<file path="src/rtl/reg_access_arbiter.sv">
`default_nettype none
// ============================================================================
// Module   : reg_access_arbiter
// Purpose  : Shares the single-port configuration register file between the
//            SPI slave path and the on-chip core sequencers. One access is in
//            flight at a time. SPI has fixed priority, except that the core
//            requester wins once it has lost STARVE_MAX arbitrations in a row.
//            Each access ends with a one-cycle response pulse to its owner.
// Ports    : clk, rst                  - clock, synchronous active-high reset
//            spi_req_* / spi_rsp_*     - SPI request/response channel
//            core_req_* / core_rsp_*   - core request/response channel
//            rf_en/we/addr/wdata/rdata - register-file port
//            busy                      - high whenever the FSM is not idle
//            wr_lock, lock_viol        - only with REG_WRITE_LOCK_EN defined
// Options  : REG_WRITE_LOCK_EN - adds wr_lock, which suppresses writes to
//            addresses below PROT_REGS, and the sticky lock_viol flag.
// Revision : 1.0 - initial release
// ============================================================================
module reg_access_arbiter #(
  parameter int unsigned ADDR_W     = 7,
  parameter int unsigned DATA_W     = 8,
  parameter int unsigned NUM_REGS   = 64,
  parameter int unsigned RD_LAT     = 1,
  parameter int unsigned STARVE_MAX = 4,
  parameter int unsigned PROT_REGS  = 8
) (
  input  logic              clk,
  input  logic              rst,
  input  logic              spi_req_valid,
  output logic              spi_req_ready,
  input  logic              spi_req_write,
  input  logic [ADDR_W-1:0] spi_req_addr,
  input  logic [DATA_W-1:0] spi_req_wdata,
  output logic              spi_rsp_valid,
  output logic [DATA_W-1:0] spi_rsp_rdata,
  input  logic              core_req_valid,
  output logic              core_req_ready,
  input  logic              core_req_write,
  input  logic [ADDR_W-1:0] core_req_addr,
  input  logic [DATA_W-1:0] core_req_wdata,
  output logic              core_rsp_valid,
  output logic [DATA_W-1:0] core_rsp_rdata,
  output logic              rf_en,
  output logic              rf_we,
  output logic [ADDR_W-1:0] rf_addr,
  output logic [DATA_W-1:0] rf_wdata,
  input  logic [DATA_W-1:0] rf_rdata,
`ifdef REG_WRITE_LOCK_EN
  input  logic              wr_lock,
  output logic              lock_viol,
`endif
  output logic              busy
);

  typedef enum logic [1:0] {
    S_IDLE   = 2'd0,
    S_ACCESS = 2'd1,
    S_WAIT   = 2'd2,
    S_RESP   = 2'd3
  } state_t;

  localparam int unsigned          c_STV_W      = $clog2(STARVE_MAX + 1);
  localparam logic [c_STV_W-1:0]   c_STARVE_MAX = c_STV_W'(STARVE_MAX);
  localparam logic [2:0]           c_RD_LAT     = 3'(RD_LAT);

  state_t              state_q, state_d;
  logic                write_q, write_d;
  logic [ADDR_W-1:0]   addr_q, addr_d;
  logic [DATA_W-1:0]   wdata_q, wdata_d;
  logic                owner_q, owner_d;      // 0 = SPI, 1 = core
  logic [2:0]          lat_q, lat_d;
  logic [c_STV_W-1:0]  starve_q, starve_d;
  logic [DATA_W-1:0]   spi_rdata_q, spi_rdata_d;
  logic [DATA_W-1:0]   core_rdata_q, core_rdata_d;

  logic                w_grant_spi;
  logic                w_grant_core;
  logic                w_in_range;
  logic                w_lock_req;
  logic                w_lock_block;
  logic [DATA_W-1:0]   w_rd_capture;

  // Core wins if it is alone, or if it has been starved long enough.
  assign w_grant_core = core_req_valid && (!spi_req_valid || (starve_q == c_STARVE_MAX));
  assign w_grant_spi  = spi_req_valid && !w_grant_core;

  assign w_in_range   = (32'(addr_q) < NUM_REGS);
  // Out-of-range reads never touch the register file and return all ones.
  assign w_rd_capture = w_in_range ? rf_rdata : {DATA_W{1'b1}};

`ifdef REG_WRITE_LOCK_EN
  assign w_lock_req = wr_lock;
`else
  assign w_lock_req = 1'b0;
`endif
  assign w_lock_block = w_lock_req && write_q && (32'(addr_q) < PROT_REGS);

  assign busy           = (state_q != S_IDLE);
  assign spi_rsp_rdata  = spi_rdata_q;
  assign core_rsp_rdata = core_rdata_q;

  always_comb begin
    state_d        = state_q;
    write_d        = write_q;
    addr_d         = addr_q;
    wdata_d        = wdata_q;
    owner_d        = owner_q;
    lat_d          = lat_q;
    starve_d       = starve_q;
    spi_rdata_d    = spi_rdata_q;
    core_rdata_d   = core_rdata_q;
    spi_req_ready  = 1'b0;
    core_req_ready = 1'b0;
    spi_rsp_valid  = 1'b0;
    core_rsp_valid = 1'b0;
    rf_en          = 1'b0;
    rf_we          = 1'b0;
    rf_addr        = '0;
    rf_wdata       = '0;

    case (state_q)
      S_IDLE: begin
        spi_req_ready  = w_grant_spi;
        core_req_ready = w_grant_core;
        // Only lost arbitrations in IDLE count towards starvation.
        if (w_grant_core) begin
          starve_d = '0;
        end else if (core_req_valid && (starve_q != c_STARVE_MAX)) begin
          starve_d = starve_q + 1'b1;
        end
        if (w_grant_spi || w_grant_core) begin
          write_d = w_grant_core ? core_req_write : spi_req_write;
          addr_d  = w_grant_core ? core_req_addr  : spi_req_addr;
          wdata_d = w_grant_core ? core_req_wdata : spi_req_wdata;
          owner_d = w_grant_core;
          state_d = S_ACCESS;
        end
      end

      S_ACCESS: begin
        if (w_in_range && !w_lock_block) begin
          rf_en    = 1'b1;
          rf_we    = write_q;
          rf_addr  = addr_q;
          rf_wdata = wdata_q;
        end
        lat_d = 3'd1;
        if (write_q) begin
          // Writes return zero data; load it now so it is stable in RESP.
          if (owner_q) core_rdata_d = '0;
          else         spi_rdata_d  = '0;
          state_d = S_RESP;
        end else begin
          state_d = S_WAIT;
        end
      end

      S_WAIT: begin
        if (lat_q == c_RD_LAT) begin
          if (owner_q) core_rdata_d = w_rd_capture;
          else         spi_rdata_d  = w_rd_capture;
          state_d = S_RESP;
        end else begin
          lat_d = lat_q + 3'd1;
        end
      end

      S_RESP: begin
        spi_rsp_valid  = !owner_q;
        core_rsp_valid = owner_q;
        state_d        = S_IDLE;
      end

      default: state_d = S_IDLE;
    endcase
  end

  always_ff @(posedge clk) begin
    if (rst) begin
      state_q      <= S_IDLE;
      write_q      <= 1'b0;
      addr_q       <= '0;
      wdata_q      <= '0;
      owner_q      <= 1'b0;
      lat_q        <= '0;
      starve_q     <= '0;
      spi_rdata_q  <= '0;
      core_rdata_q <= '0;
    end else begin
      state_q      <= state_d;
      write_q      <= write_d;
      addr_q       <= addr_d;
      wdata_q      <= wdata_d;
      owner_q      <= owner_d;
      lat_q        <= lat_d;
      starve_q     <= starve_d;
      spi_rdata_q  <= spi_rdata_d;
      core_rdata_q <= core_rdata_d;
    end
  end

`ifdef REG_WRITE_LOCK_EN
  logic lock_viol_q, lock_viol_d;

  // Sticky: once a protected write has been dropped it stays flagged.
  assign lock_viol_d = lock_viol_q || ((state_q == S_ACCESS) && w_lock_block);
  assign lock_viol   = lock_viol_q;

  always_ff @(posedge clk) begin
    if (rst) begin
      lock_viol_q <= 1'b0;
    end else begin
      lock_viol_q <= lock_viol_d;
    end
  end
`endif

endmodule
`default_nettype wire
</file>
<file path="config.mk">
export PLATFORM = sky130hd
export DESIGN_NAME = reg_access_arbiter
export DESIGN_NICKNAME = d
export VERILOG_FILES = /design/src/rtl/reg_access_arbiter.sv
export SDC_FILE = /design/constraint.sdc
export NUM_CORES = 1
export LEC_CHECK = 0
export CAP_MARGIN = 20
export CORE_UTILIZATION = 46
export CTS_BUF_LIST = sky130_fd_sc_hd__clkbuf_8 sky130_fd_sc_hd__clkbuf_16
export DETAILED_ROUTE_END_ITERATION = 6
export GPL_TIMING_DRIVEN = 1
export PLACE_DENSITY = 0.85
export SYNTH_ARGS = -nofsm -noshare
export SYNTH_HDL_FRONTEND = slang
export SYNTH_SLANG_ARGS = --single-unit
</file>
<file path="constraint.sdc">
create_clock -name clk -period 2.8 [get_ports clk]
set_input_delay 0.28 -clock clk [delete_from_list [all_inputs] [get_ports clk]]
set_output_delay 0.28 -clock clk [all_outputs]
set_load 0.02 [all_outputs]
</file>
======== Word level (Yosys, flattened, before mapping) ========
Cells that the tools add are included.
storage, ports and cells
  register bits after elaboration ......... 41
  bits of input ports ..................... 44
  output and inout port bits .............. 38
  logic and storage cells ................. 78
operators by class
  add/sub/neg operators ................... 2
  magnitude comparators ................... 1
  equality and inequality tests ........... 14
  mux-type cells .......................... 34
  reductions and logical operators ........ 18
operators by type and width
  kind                 count
  $mux 8               12
  $pmux 8 s2           2
  $mux 7               3
  $ne 2x2->1 const B   8
  $mux 1               10
  $reduce_and 5->1     2
  $mux 3               3
  $pmux 2 s4           1
  $reduce_and 2->1     4
  $lt 7x7->1 const B   1
  $add 3x1->3 const B  2
  $pmux 3 s2           1
  $reduce_bool 2->1    3
  $eq 2x2->1 const B   2
  $mux 2               2
  $eq 3x1->1 const B   1
  $eq 3x3->1 const B   1
  $logic_and 1x1->1    3
  $logic_not 1->1      3
  $ne 3x3->1 const B   1
  $eq 2x1->1 const B   1
  $logic_not 2->1      1
  $logic_or 1x1->1     2

======== Longest topological paths before layout ========
Gate-level depths: netlist (run 1).
  word-level depth ........................ 8
  gate-level depth with buffers ........... 8
  depth with buffers taken out ............ 6

======== Worst setup path before layout (run 1) ========
Ideal clock, no wire load.
  path kind ............................... register to output
  start point ............................. register state_q[1]
  end point ............................... output port rf_addr[0]
  data arrival time ....................... 1505 ps
  data required time ...................... 2520 ps
  setup slack ............................. 1015 ps
  cell stages (with the launch flop) ...... 6
  path buffers ............................ 1
  path through ............................ dfxtp_1 inv_1 ha_1 nor2b_1 clkbuf_1 and2_1
between the ends
  word-level cells in the longest chain between the ends .. 2
RTL lines
  item                    line  source
  start, declared         66    state_t state_q, state_d;
  start signal, assigned  190   state_q <= state_d;
  $eq 2x1->1              121   case (state_q)
  $mux 7                  121
  end, declared           45    output logic [ADDR_W-1:0] rf_addr,
Every way passes these cells.

======== Final worst setup path (run 1) ========
  start point ............................. register state_q[1]
  end point ............................... output port rf_addr[4]
Same word-level chain as after synthesis.

==> key figures, run 1 <==
Yosys
  – Synth area leader: dfxtp_1
  – Syn avg cell area: about 8.5 sq um
  – Warnings, synthesis: 0
  – Synthesized netlist cell count: 238
  – Cell area after synthesis: between 2000 and 2500 sq um
  – Synth Register Bits: 41
  – Top cell type's share of synthesized area: 40.7%
  – Distinct cells, synth: 31
  – Synth top area cells: dfxtp_1 (41%), mux2i_1 (9.4%), nor2_1 (7.6%)
  – Sequential-to-total area share from yosys stat: slightly above 40%
  – Syn nets: 290

CTS
  – H-tree level count: 2
  – CTS sink cnt: 41
  – CTS Buf Count: 5
  – CTS tree: yes
  – Latest clock arrival within the worst-skew pair: about 0.29 ns
  – Longest Clk Path Bufs: 2
  – Post-CTS sizing: 0
  – Clock root buffer master: clkbuf_8
  – Clock Pin Slew Worst Setup and Hold Paths: 0.08 ns
  – Post-CTS Setup Bufs: 0
  – Cts hold-fix bufs: 0

Timing
  – Clock Skews: 0.00751 ns
  – Min Hold Slack: between 0.4 and 0.5 ns
  – Final Hold Fails: 0
  – RSZ-0062 raised after global routing: false
  – Final setup violating endpoints: 0
  – Slew margin rel.: 58.6%
  – Setup TNS: 0 ns
  – Final min period: 2.33 ns
  – Fmax: approximately 430 MHz
  – Slew Limit Fails: 0
  – Worst-Margin Slew: 0.620 ns
  – Final Cycle Share: between 80% and 90%

Route
  – Iteration-0 DRC Markers: 120
  – ANT nets after route: 0
  – Final wirelength: 5.25 mm
  – DRC violations left: 0
  – DR WL/cell: 14.3 um
  – Vias per Instance: 5.15
  – DR pass1 iterations: 4
  – Vias: 1,891

Placed design
  – Port-buffer cells: 80
  – GPL Wtd Cong: 0.790
  – HPWL after DPL: 3.70 mm

Floorplanning
  – Rows: 23
  – Core area: 4120 sq um
  – Io pins: between 80 and 90
  – Die W: 68.2 um
  – Die area: around 4700 sq um
  – Height of the die: 68.2 um
  – Initial Util: approximately half

Final layout
  – FILL cells: 350
  – Synthesis-to-finish area growth: 47.6%
  – Share of cells above drive strength 1: about 5.7%
  – Layout Nets: 368
  – Diode count: 0

Pwr
  – P_leak: 1.13 nW
  – Worst vdd ir: between 0.0004 and 0.0005 V
  – Power Total: 2.16 mW
  – Total power per unit cell area: ~730 nW/um^2

Worst hold path
  – Worst Hold Path EP: starve_q[1]$_SDFFE_PP0P_
  – WHS Path Cells: 2
  – Hold Startpoint: starve_q[1]$_SDFFE_PP0P_
  – Worst min-delay path class: reg -> reg

Worst setup path
  – R2R setup slack: between 0.7 and 0.8 ns
  – Reg-to-reg critical path startpoint: state_q[0]$_SDFFE_PP0P_
  – Reg2reg end: core_rsp_rdata[0]$_SDFFE_PP0P_
  – Data arrival time of the worst path: 2.05 ns
  – Critical path type: reg -> out
  – Crit. Startpoint: state_q[1]$_SDFFE_PP0P_
  – Critical path endpoint category: primary output
  – CP required: approximately 2.5 ns
  – Worst Setup Start Kind: flip-flop
  – Crit Path Max Fanout: 16
  – R2R cell count: 6

Run
  – Max cap viols: 0

Global route
  – Vias in the first global route: 1,841
  – Total GRT Usage: 25.0%
  – Largest net degree at the start of global routing: 42
  – Initial antenna violation count: 0
  – First-pass GRT wire length: 8.56 mm
  – Remaining global-route overflow: 0

Outcome
  – Status: finished, final reports clean
==> cells by family (layout without fill, tap and decap cells) <==
kind of cell               after synthesis  in the layout  synth area share [%]
buffers and inverters                   23            102                  4.96
DFF                                     41             41                  40.7
and+or+nand+nor                        105            105                  23.1
adders and majority gates                8              8                  4.96
AOI/OAI and AO/OA                       41             41                  16.7
other                                    1              1                 0.186
muxes                                   19             19                  9.43
==> registers in the layout, indices dropped and copies added (netlist names) <==
register,cells
owner_q,1
spi_rsp_rdata,8
addr_q,7
lat_q,3
wdata_q,8
starve_q,3
write_q,1
state_q,2
core_rsp_rdata,8
==> layout make-up <==
type	count	area (sq um)	share of cell area (%)
clock inverters	2	37.5	1.26
multi-input cells	174	1100	36.9
clock buffers	6	82.6	2.77
inverters	8	30.0	1.01
repair buffers	86	846	28.4
flip-flops and latches	41	821	27.6
well taps	50	62.6	2.10
==> power by group <==
part	switching [mW]	internal (mW)	total (mW)
registers	0.0820	0.699	0.781
logic	0.475	0.403	0.879
clock network	0.212	0.290	0.502
total	0.770	1.39	2.16
==> how the worst max path moves through the flow <==
stage                           to  slack, ns  cells after the start
global placement     spi_req_ready       0.64                      5
global route        core_req_ready       0.29                      5
detailed placement   spi_req_ready       0.61                      5
floorplan               rf_addr[0]       1.02                      5
CTS                     rf_addr[4]       0.46                      6
finish                  rf_addr[4]       0.47                      6
==> cell usage after synthesis (all sizes together) <==
master	n
dfxtp	41
a21bo	1
a21oi	5
and2	17
and3	1
o22a	1
o21a	8
nand3b	1
o22ai	1
a311oi	16
o21ai	3
nand4	1
a21boi	1
mux2i	19
inv	8
nand2	36
a221oi	1
ha	8
clkbuf	9
or4	1
nor3	1
nor2	41
conb	1
a22oi	1
nor2b	5
nand2b	1
a211oi	3
buf	6
==> critical path, cell delays in order, from the launching register on <==
cell	delay (ns)
dfxtp_1	0.35
inv_1	0.09
ha_1	0.22
nor2b_1	0.15
buf_4	0.20
and2_1	0.14
clkdlybuf4s50_1	0.61
==> cells in the final DEF, fill, tap and decap left out, types with 2 or more instances in the layout <==
cell             Yosys  final
inv_1                8      8
dfxtp_1             41     41
buf_4                2      6
mux2i_1             19     19
nor2b_1              5      5
a21oi_1              5      5
ha_1                 8      8
nand2_1             36     36
clkbuf_8             0      6
o21ai_0              3      3
clkdlybuf4s50_1      0     80
a311oi_1            16     16
o21a_1               8      8
nor2_1              41     40
and2_1              17     17
a211oi_4             2      2
==> stage by stage <==
step                      instance area [sq um]  utilization [%]  worst slack [ns]  cells
after floorplan                            2020                -              1.02    238
after global placement                     2860             69.4             0.638    359
after detailed placement                   2860             69.4             0.613    359
after CTS                                  2980             72.4             0.459    367
after global routing                       2980             72.4             0.294    367
final                                      2980             72.4             0.470    367
==> metal layers <==
metal / up-vias / share of wire, % / routed length (um) / global-route usage, %
met5: - / 0 / 0 / 0
met4: 0 / 2.3 / 120 / 11.5
met3: 9 / 3.4 / 177 / 4.17
met2: 41 / 50 / 2620 / 43.4
met1: 884 / 44 / 2330 / 29.9
li1: 957 / - / - / -
(Power assumes the default switching activity.)
==> run 2, diff against run 1 <==
--- a/config.mk
+++ b/config.mk
@@ -6,11 +6,11 @@
 export NUM_CORES = 1
 export LEC_CHECK = 0
 export CAP_MARGIN = 20
-export CORE_UTILIZATION = 46
+export CORE_UTILIZATION = 39
 export CTS_BUF_LIST = sky130_fd_sc_hd__clkbuf_8 sky130_fd_sc_hd__clkbuf_16
 export DETAILED_ROUTE_END_ITERATION = 6
 export GPL_TIMING_DRIVEN = 1
-export PLACE_DENSITY = 0.85
+export PLACE_DENSITY = 0.76
 export SYNTH_ARGS = -nofsm -noshare
 export SYNTH_HDL_FRONTEND = slang
 export SYNTH_SLANG_ARGS = --single-unit
==> constraint.sdc (replaced) <==
create_clock -name clk -period 2 [get_ports clk]
set_input_delay 0.2 -clock clk [delete_from_list [all_inputs] [get_ports clk]]
set_output_delay 0.2 -clock clk [all_outputs]
set_load 0.02 [all_outputs]
==> run 2 against run 1 <==
Against the previous run: global-route usage decreased by 5.4 points; utilization decreased by 8.7 points; non-clock buffer count increased by 11; critical path depth unchanged; sequential power increased by 36%; register-to-register slack got worse by 0.51 ns; clock skew decreased by 0.0031 ns; flip-flop and latch count unchanged; critical path type unchanged; design area increased by 3.7%; highest routed layer unchanged; sequential share of layout area decreased by 0.97 points; cell count increased by 7.6%; die area increased by 17%.
==> key figures, run 2 (synthesized netlist as in run 1, its figures left out) <==
Global route
  – Remaining global-route overflow: 0
  – Largest net degree at the start of global routing: 42
  – Vias in the first global route: 1,848
  – Initial antenna violation count: 0
  – First-pass GRT wire length: just over 8 mm
  – Total GRT Usage: roughly a fifth

Pwr
  – Worst vdd ir: 0.000486 V
  – Total power per unit cell area: 1020 nW/um^2
  – Net Sw Frac: 34.3%
  – Internal power: 2.07 mW
  – Comb power frac: 41.1%
  – Clock share of power: approximately a quarter
  – Sequential power share: between 30% and 40%
  – P_leak: around 1.3 nW
  – NetSw: ~1.1 mW

Timing
  – RSZ-0062 raised after global routing: false
  – Clock Skews: between 0.004 and 0.005 ns
  – Min Hold Slack: approximately 0.47 ns
  – Final min period: 1.85 ns
  – Worst-Margin Slew: 0.485 ns
  – Slew margin rel.: between 60% and 70%
  – Final Hold Fails: 0
  – Worst setup margin: 0.149 ns
  – Final Cycle Share: between 90% and 100%
  – Setup TNS: 0 ns
  – Slew Limit Fails: 0
  – Final setup violating endpoints: 0
  – Fmax: 540 MHz

CTS
  – Latest clock arrival within the worst-skew pair: 0.29 ns
  – CTS sink cnt: 41
  – Cts hold-fix bufs: 0
  – CTS Buf Count: 5
  – H-tree level count: 2
  – Clock Pin Slew Worst Setup and Hold Paths: 0.08 ns
  – CTS tree: yes
  – Post-CTS Setup Bufs: 0
  – Longest Clk Path Bufs: 2
  – Clock root buffer master: clkbuf_8

Worst setup path
  – Worst Setup Start Kind: flip-flop
  – Crit. Startpoint: state_q[1]$_SDFFE_PP0P_
  – Data arrival time of the worst path: 1.65 ns
  – Reg-to-reg critical path startpoint: state_q[1]$_SDFFE_PP0P_
  – CP required: ~1.8 ns
  – Critical path endpoint category: primary output
  – Crit Path Max Fanout: 10
  – Critical path type: reg -> out

Final layout
  – Layout Nets: 379
  – Fin util: 63.7%
  – Share of cells above drive strength 1: 9.45%
  – Most frequent cells in the layout: clkdlybuf4s50_1 (61), dfxtp_1 (41), nor2_1 (40)
  – Commonest non-fill, non-tap cell in the layout: clkdlybuf4s50_1
  – Post-route cell area: 3090 sq um
  – Diode count: 0
  – Synthesis-to-finish area growth: 53.0%

Run
  – Max cap viols: 0

Route
  – Final wirelength: 5.00 mm
  – Vias per Instance: 4.89
  – ANT nets after route: 0
  – DRC violations left: 0
  – DR pass1 iterations: 4
  – DR WL/cell: 12.7 um
  – Iteration-0 DRC Markers: 106
  – Vias: 1,931

Placed design
  – HPWL after DPL: 3.63 mm
  – Placed cell areas: 2970 sq um
  – Port-buffer cells: 80
  – Post-Place Setup Slack: 0.0165 ns
  – GPL Wtd Cong: 0.810

Floorplanning
  – Die area: 5460 sq um
  – Height of the die: 73.9 um
  – Die W: around 74 um
  – Io pins: 82
  – Core area: 4850 sq um
  – Initial Util: approximately two fifths
  – Rows: 25

Worst hold path
  – Hold Startpoint: core_req_wdata[1]
  – Worst min-delay path class: in -> reg

Outcome
  – Status: finished, final reports clean
[run 2: repair_timing]
item | CTS | global route
hold endpoints to repair | 0 | 0
setup endpoints to repair | 19 | 2
gates resized for setup | 20 | 3
[run 2: area by class of cell]
class | count | area [sq um]
Sequential cell | 41 | 821
Multi-Input combinational cell | 174 | 1100
Clock inverter | 3 | 65.1
Fill cell | 434 | 1760
Clock buffer | 5 | 68.8
Timing Repair Buffer | 97 | 917
Tap cell | 67 | 83.8
Inverter | 8 | 30.0
[run 2: worst paths after layout]
check / depth (start not counted) / slack, ns / to
worst max-delay path: 6 / 0.15 / rf_addr[1]
worst min-delay path: 3 / 0.47 / wdata_q[1]$_SDFFE_PP0P_
worst max register to register: 8 / 0.22 / spi_rsp_rdata[2]$_SDFFE_PP0P_
worst min register to register: 2 / 0.47 / starve_q[1]$_SDFFE_PP0P_
[run 2: per-layer routing]
metal / vias up / GRT usage [%] / wire (um)
met3: 10 / 4.66 / 234
met4: 0 / 8.33 / 117
met5: - / 0 / 0
li1: 979 / - / -
met1: 887 / 22.7 / 2150
met2: 55 / 34.4 / 2500
[run 2: metrics by stage]
stage	total power [mW]	cells
6_report	3.15	395
4_1_cts	3.17	395
2_1_floorplan	1.88	238
3_3_place_gp	2.40	387
3_5_place_dp	2.43	387
5_1_grt	3.34	395
[run 2: power by group through the flow]
stage | registers [mW] | logic [mW] | clock network, mW
2_1_floorplan | 1.08 | 0.801 | 0
3_3_place_gp | 1.08 | 1.32 | 0
3_5_place_dp | 1.08 | 1.34 | 0
4_1_cts | 1.06 | 1.30 | 0.803
5_1_grt | 1.09 | 1.42 | 0.835
6_report | 1.06 | 1.29 | 0.790
[run 2: worst max-delay path, cell delays in order (launching register included)]
cell,delay [ns]
dfxtp_1,0.32
inv_1,0.07
ha_1,0.15
nor2b_1,0.17
buf_4,0.18
and2_1,0.12
dlygate4sd2_1,0.34
==> run 3, diff against run 2 <==
--- a/config.mk
+++ b/config.mk
@@ -8,6 +8,7 @@
 export CAP_MARGIN = 20
 export CORE_UTILIZATION = 39
 export CTS_BUF_LIST = sky130_fd_sc_hd__clkbuf_8 sky130_fd_sc_hd__clkbuf_16
+export CTS_CLUSTER_SIZE = 30
 export DETAILED_ROUTE_END_ITERATION = 6
 export GPL_TIMING_DRIVEN = 1
 export PLACE_DENSITY = 0.76
==> results of run 3 <==
The final DEF is identical to that of run 2; final timing and power are the same.
